===== src/rtl/dma_grant_cmd_dispatcher.sv =====
// Grant-to-command dispatcher: snapshots the granted channel's descriptor into a show-ahead
// command FIFO and acknowledges the arbiter. Optional one-hot grant check: DMA_DISPATCH_ONEHOT_CHK_EN.
module dma_grant_cmd_dispatcher #(
    parameter int NO_OF_CHANNELS = 4,
    parameter int ADDR_WIDTH     = 32,
    parameter int BCNT_WIDTH     = 23,
    parameter int FIFO_DEPTH     = 4,
    parameter int CHID_WIDTH     = 2
) (
    input  logic                                   clock,
    input  logic                                   resetn,
    input  logic [NO_OF_CHANNELS-1:0]              grant,
    input  logic [NO_OF_CHANNELS*ADDR_WIDTH-1:0]   srcAddr,
    input  logic [NO_OF_CHANNELS*ADDR_WIDTH-1:0]   dstAddr,
    input  logic [NO_OF_CHANNELS*BCNT_WIDTH-1:0]   byteCnt,
    output logic                                   grantAck,
    output logic [NO_OF_CHANNELS-1:0]              chanAccept,
    output logic [NO_OF_CHANNELS-1:0]              chanZeroLen,
    output logic                                   cmdValid,
    input  logic                                   cmdReady,
    output logic [CHID_WIDTH-1:0]                  cmdChId,
    output logic [ADDR_WIDTH-1:0]                  cmdSrc,
    output logic [ADDR_WIDTH-1:0]                  cmdDst,
    output logic [BCNT_WIDTH-1:0]                  cmdBcnt,
    output logic [$clog2(FIFO_DEPTH):0]            fifoLevel,
    output logic                                   grantErr,
    output logic                                   dbgState
);

    localparam int PTR_W = $clog2(FIFO_DEPTH);
    localparam int LVL_W = PTR_W + 1;
    localparam int CMD_W = CHID_WIDTH + 2 * ADDR_WIDTH + BCNT_WIDTH;
    localparam logic [LVL_W-1:0] DEPTH_L = LVL_W'(FIFO_DEPTH);

    typedef enum logic {IDLE = 1'b0, ACK = 1'b1} state_t;

    state_t                    state;
    logic [NO_OF_CHANNELS-1:0] selOneHot;
    logic [CHID_WIDTH-1:0]     selId;
    logic [ADDR_WIDTH-1:0]     selSrc;
    logic [ADDR_WIDTH-1:0]     selDst;
    logic [BCNT_WIDTH-1:0]     selBcnt;
    logic                      capture;
    logic                      push;
    logic                      pop;
    logic [CMD_W-1:0]          mem [FIFO_DEPTH];
    logic [PTR_W-1:0]          wrPtr;
    logic [PTR_W-1:0]          rdPtr;

    // Lowest set bit wins; with a legal one-hot grant this is simply the granted channel.
    always_comb begin
        selId     = '0;
        selOneHot = '0;
        for (int i = NO_OF_CHANNELS - 1; i >= 0; i--) begin
            if (grant[i]) begin
                selId        = CHID_WIDTH'(i);
                selOneHot    = '0;
                selOneHot[i] = 1'b1;
            end
        end
    end

    assign selSrc  = srcAddr[int'(selId)*ADDR_WIDTH +: ADDR_WIDTH];
    assign selDst  = dstAddr[int'(selId)*ADDR_WIDTH +: ADDR_WIDTH];
    assign selBcnt = byteCnt[int'(selId)*BCNT_WIDTH +: BCNT_WIDTH];

`ifdef DMA_DISPATCH_ONEHOT_CHK_EN
    logic grantOneHot;
    assign grantOneHot = (grant != '0) && ((grant & (grant - 1'b1)) == '0);
    assign capture     = (state == IDLE) && grantOneHot && (fifoLevel < DEPTH_L);

    always_ff @(posedge clock or negedge resetn) begin
        if (!resetn) begin
            grantErr <= 1'b0;
        end else if ((state == IDLE) && (grant != '0) && !grantOneHot) begin
            grantErr <= 1'b1;
        end
    end
`else
    assign capture  = (state == IDLE) && (grant != '0) && (fifoLevel < DEPTH_L);
    assign grantErr = 1'b0;
`endif

    // Full check uses the pre-pop level, so a same-cycle pop never lets a capture into a full FIFO.
    assign push        = capture && (selBcnt != '0);
    assign pop         = cmdValid && cmdReady;
    assign chanAccept  = capture ? selOneHot : '0;
    assign chanZeroLen = (capture && (selBcnt == '0)) ? selOneHot : '0;
    assign dbgState    = state;

    always_ff @(posedge clock or negedge resetn) begin
        if (!resetn) begin
            state    <= IDLE;
            grantAck <= 1'b0;
        end else begin
            case (state)
                IDLE: begin
                    if (capture) begin
                        state    <= ACK;
                        grantAck <= 1'b1;
                    end else begin
                        grantAck <= 1'b0;
                    end
                end
                ACK: begin
                    state    <= IDLE;
                    grantAck <= 1'b0;
                end
                default: begin
                    state    <= IDLE;
                    grantAck <= 1'b0;
                end
            endcase
        end
    end

    // Command stream: the engine takes the head when cmdValid && cmdReady on a rising edge;
    // cmdValid stays high and the head stays stable until that pop, and cmdReady alone never moves anything.
    assign cmdValid = (fifoLevel != '0);
    assign {cmdChId, cmdSrc, cmdDst, cmdBcnt} = mem[rdPtr];

    always_ff @(posedge clock or negedge resetn) begin
        if (!resetn) begin
            wrPtr     <= '0;
            rdPtr     <= '0;
            fifoLevel <= '0;
        end else begin
            if (push) wrPtr <= wrPtr + 1'b1;
            if (pop)  rdPtr <= rdPtr + 1'b1;
            case ({push, pop})
                2'b10:   fifoLevel <= fifoLevel + 1'b1;
                2'b01:   fifoLevel <= fifoLevel - 1'b1;
                default: fifoLevel <= fifoLevel;
            endcase
        end
    end

    always_ff @(posedge clock) begin
        if (push) mem[wrPtr] <= {selId, selSrc, selDst, selBcnt};
    end

endmodule

===== config.mk =====
export PLATFORM = sky130hd
export DESIGN_NAME = dma_grant_cmd_dispatcher
export DESIGN_NICKNAME = d
export VERILOG_FILES = /design/src/rtl/dma_grant_cmd_dispatcher.sv
export SDC_FILE = /design/constraint.sdc
export NUM_CORES = 1
export LEC_CHECK = 0
export CORE_MARGIN = 10
export CORE_UTILIZATION = 57
export DETAILED_ROUTE_END_ITERATION = 6
export DONT_BUFFER_PORTS = 1
export PLACE_DENSITY = 0.82
export SYNTH_ARGS = -nofsm -noshare
export SYNTH_HDL_FRONTEND = slang
export SYNTH_SLANG_ARGS = --single-unit

===== constraint.sdc =====
create_clock -name clock -period 3.4 [get_ports clock]
set_clock_uncertainty 0.1 [all_clocks]
set_input_delay 0.34 -clock clock [delete_from_list [all_inputs] [get_ports clock]]
set_output_delay 0.34 -clock clock [all_outputs]
set_load 0.01 [all_outputs]

==> summary by stage <==
Finish
In the layout the commonest cells are 356 x sky130_fd_sc_hd__edfxtp_1, 167 x sky130_fd_sc_hd__mux4_2, 41 x sky130_fd_sc_hd__clkbuf_16. Of the cells placed in the final design, the portion with a size suffix greater than 1 is 0.362. The final layout contains about 1100 nets. The relative area change from synthesis to final layout is 11.9%. The filler cells instantiated in the layout total between 1500 and 2000.

The count of cells in the finished layout, fillers not included, comes to between 1000 and 1500. The library cell used most frequently in the layout, excluding fill and tap cells, is sky130_fd_sc_hd__edfxtp_1.

STA
The minimum clock period is about 3.2 ns. Setup repair after global routing left no endpoint under its margin. The headroom to the max-slew limit is 0.440. The number of pins exceeding their max-slew limit in the final report is 0. Setup violations remaining at the end of the flow were counted as 0. Based on the critical path, the design can be clocked at up to around 310 MHz. For the pin with the worst max-slew slack, the measured transition is 0.840 ns. After routing, the total negative slack on setup checks comes to 0 ns.

The final critical-path share of the clock period is 0.936. The final number of hold-violating endpoints is 0.

Worst setup path
The most critical setup path has its startpoint at byteCnt[41]. For the worst setup path, the data arrival time is about 2.7 ns. By startpoint and endpoint, the worst setup path is classified as in2out. The critical path endpoint category is a primary output. The worst register-to-register path ends at fifoLevel[2]. The critical path contains buffers and inverters numbering 2 combined. The gate family responsible for the most delay along the worst path is simple AND/OR/NAND/NOR gates. The cell that appears most often on the critical path is sky130_fd_sc_hd__buf_4.

The depth of the critical timing path with buffers and inverters included is 8. STA classifies the critical path startpoint as a primary input. The worst reg-to-reg path cell count is 10. The most critical setup path has its endpoint at chanZeroLen[3]. For the worst setup path, the data required time is roughly 3.0 ns. The slowest stage of the critical path belongs to the cell sky130_fd_sc_hd__or4_1. The worst stage delay on the critical path is around 0.53 ns. The launch point of the worst reg-to-reg path is dbgState. In this run the worst path has a maximum fanout of 9. The signal on the critical path passes through nor4_1 -> nand2_1 -> mux4_2 -> or4b_1 -> or4_1 -> buf_4 -> nor2b_1 -> buf_4. The setup slack of the most critical reg-to-reg path is 0.97 ns.

Clocking
The TritonCTS clock tree is built. The tree built by TritonCTS fans out to about 360 sinks. Clock tree synthesis inserted a total of 38 buffers. No sink is reached through more buffers than the 3 on the longest clock path. The CTS clock-pin slew for the worst setup and hold paths is 0.06 ns.

In this run the number of H-tree levels came out at 2. The root buffer selected by CTS is sky130_fd_sc_hd__clkbuf_16. At the later pin of the worst-skew pair, clock insertion delay measures ~0.5 ns.

Floorplanning
The floorplan die area is 0.0348 mm^2. The floorplan has 60 rows. The floorplan step defined a core boundary enclosing between 0.02 and 0.03 mm^2.

The initial core utilization is 0.584. Pin placement for this block handled about 460 I/O pins. The x dimension of the die is ~190 um.

The floorplan step set the die height to between 150 and 200 um.

Yosys
Of the synthesized area, sequential elements account for 0.688. Yosys printed 0 warnings. The mapped netlist covers between 0.015 and 0.02 mm^2.

In this run, distinct cell masters in the synthesized netlist total 52. The number of synthesized flops with an enable pin is 356. The instance count of the mapped netlist is between 700 and 800. Among all flip-flop cells after synthesis, the most frequent one is sky130_fd_sc_hd__edfxtp_1. Synthesis produced a netlist with a net count of 1079. Counting flops and latches in the post-synthesis netlist gives about 360. The mean post-synth cell area is ~22 um^2.

The fraction of synthesis flops using an asynchronous set or reset pin is 0.0220.

Global route
The all-layer global routing usage is 0.219. The number of antenna violations at the first check in global routing is 3. The first-pass GRT wire length is 57800 um. The number of global-route vias before repair is between 8000 and 9000. The largest net degree at the start of global routing is 53. The overall overflow remaining after global route is 0.

Pwr
Summing internal, switching and leakage power gives roughly 14 mW. The worst-case IR drop observed on VDD is 498 uV. The power density normalized to cell area is 804 mW/mm^2. In this run the static leakage power is 5.54 nW.

Drt
The first-pass detailed-route iteration total is 5. The remaining number of nets flagged by the antenna check after routing is 0. The remaining routing DRC violations is 0. Dividing the detail-routed via count by the number of cells gives just under 7. Dividing the detail-routed wire length by the instance count gives roughly 34 um. The count of routing violations after the opening detailed-route iteration is 684. The wire length after detailed routing is roughly 39000 um. Across all layers, the routed design uses 7925 vias.

Run
The total of max-cap violations is 0.

Placement
Summed over all nets, the half-perimeter wirelength after detailed placement is ~28000 um. The final weighted congestion in routability-driven placement is between 0.9 and 1. The number of cells after detailed placement is between 1000 and 1500.

The number of buffers inserted by port buffering is 0.

Run status
The run finished with clean final reports.

Hold path
The path class of the tightest hold or removal check is in2reg.
state kept, by name, summed over array words and instances (netlist names):
register	count
dbgState	1
mem	356
wrPtr	2
rdPtr	2
fifoLevel	3
cell usage after synthesis (2+ instances only):
library cell / n / area (um^2)
sky130_fd_sc_hd__nor3_1: 5 / 25.0
sky130_fd_sc_hd__nor3b_1: 4 / 30.0
sky130_fd_sc_hd__o211a_2: 4 / 40.0
sky130_fd_sc_hd__a21oi_1: 4 / 20.0
sky130_fd_sc_hd__xnor2_1: 2 / 17.5
sky130_fd_sc_hd__o22ai_1: 2 / 12.5
sky130_fd_sc_hd__dfrtp_1: 8 / 200
sky130_fd_sc_hd__clkbuf_1: 23 / 86.3
sky130_fd_sc_hd__xor2_1: 3 / 26.3
sky130_fd_sc_hd__o22a_1: 7 / 61.3
sky130_fd_sc_hd__o31ai_1: 2 / 15.0
sky130_fd_sc_hd__o31a_1: 2 / 17.5
sky130_fd_sc_hd__or4b_1: 2 / 20.0
sky130_fd_sc_hd__o21ai_2: 2 / 17.5
sky130_fd_sc_hd__o21ai_0: 4 / 20.0
sky130_fd_sc_hd__nand2_1: 11 / 41.3
sky130_fd_sc_hd__o221a_2: 2 / 22.5
sky130_fd_sc_hd__ha_1: 5 / 62.6
sky130_fd_sc_hd__buf_1: 12 / 45.0
sky130_fd_sc_hd__inv_1: 7 / 26.3
sky130_fd_sc_hd__and3_1: 6 / 37.5
sky130_fd_sc_hd__buf_6: 2 / 22.5
sky130_fd_sc_hd__nor4_1: 9 / 56.3
sky130_fd_sc_hd__buf_4: 3 / 22.5
sky130_fd_sc_hd__inv_2: 3 / 11.3
sky130_fd_sc_hd__nand2b_1: 6 / 37.5
sky130_fd_sc_hd__nand3_1: 2 / 10.0
sky130_fd_sc_hd__buf_2: 6 / 30.0
sky130_fd_sc_hd__mux4_2: 167 / 3760
sky130_fd_sc_hd__nor2_1: 11 / 41.3
sky130_fd_sc_hd__a2bb2oi_1: 2 / 17.5
sky130_fd_sc_hd__edfxtp_1: 356 / 10700
sky130_fd_sc_hd__or4_1: 5 / 37.5
sky130_fd_sc_hd__nor2b_1: 10 / 62.6
sky130_fd_sc_hd__o221ai_1: 2 / 17.5
routing by layer:
metal  track usage  part of all wire  vias to the layer above
li1              -                 -                     3196
met1         0.256              0.35                     4156
met2         0.381              0.53                      515
met3        0.0704             0.098                       54
met4        0.0605             0.021                        4
met5             0           0.00056                        -
worst reg2reg max path, cell delays in order, from the launching register on:
cell and delay [ns]:
sky130_fd_sc_hd__dfrtp_1 0.49, sky130_fd_sc_hd__nor2_1 0.21, sky130_fd_sc_hd__a21boi_1 0.47, sky130_fd_sc_hd__and2_4 0.25, sky130_fd_sc_hd__inv_2 0.05, sky130_fd_sc_hd__ha_4 0.15
sky130_fd_sc_hd__inv_2 0.05, sky130_fd_sc_hd__fa_2 0.19, sky130_fd_sc_hd__xor2_1 0.14, sky130_fd_sc_hd__nor2_1 0.07, sky130_fd_sc_hd__xor2_1 0.14
kinds of logic (layout without fill, tap and decap cells):
| group | Yosys count | count (layout) | synth area share |
|---|---|---|---|
| AO/OA/AOI/OAI | 41 | 41 | 0.0207 |
| XOR/XNOR | 6 | 6 | 0.00380 |
| adder cells (fa/ha/maj) | 6 | 6 | 0.00522 |
| buffers and inverters | 56 | 111 | 0.0154 |
| flip-flops | 364 | 364 | 0.688 |
| multiplexers | 168 | 168 | 0.238 |
| other | 1 | 5 | 0.000237 |
| AND/OR/NAND/NOR | 76 | 76 | 0.0279 |
through the flow:
stage,setup WS (ns),hold slack [ns],instance area (um^2),util
finish,0.218,0.0369,17700,0.653
global route,0.129,0.0255,17700,0.653
CTS,0.253,0.0141,17700,0.653
detailed placement,-0.246,-0.0543,16500,0.610
global placement,-0.228,-0.0543,16500,0.610
floorplan,-0.212,-0.0556,15900,-
worst min path at each step:
| stage | start | endpoint | slack, ns | cells past startpoint |
|---|---|---|---|---|
| final | byteCnt[16] | mem[1][16] | 0.04 | 1 |
| after global routing | byteCnt[16] | mem[1][16] | 0.03 | 1 |
| after CTS | byteCnt[16] | mem[1][16] | 0.01 | 1 |
| after detailed placement | resetn | fifoLevel[2] | -0.05 | 0 |
| after global placement | resetn | fifoLevel[0] | -0.05 | 0 |
| after floorplan | resetn | dbgState | -0.06 | 0 |
where the power goes:
part           switching [mW]  internal, mW
Clock                    1.56          2.18
Combinational            2.33          1.72
Sequential              0.361          6.08
timing repair:
item                                   CTS  global route
buffers inserted                         0             0
endpoints found under the hold margin    8             0
resized for setup                        0             0
hold buffers                             1             0
cell type report:
type | instances | area (um^2) | area share
Tap cell | 372 | 465 | 0.0263
Multi-Input combinational cell | 298 | 4740 | 0.268
Antenna cell | 4 | 10.0 | 0.000565
Timing Repair Buffer | 35 | 403 | 0.0228
Clock buffer | 47 | 1050 | 0.0592
Clock inverter | 19 | 97.6 | 0.00551
Inverter | 10 | 37.5 | 0.00212
Sequential cell | 364 | 10900 | 0.616
Power figures use the tool's default switching activity.
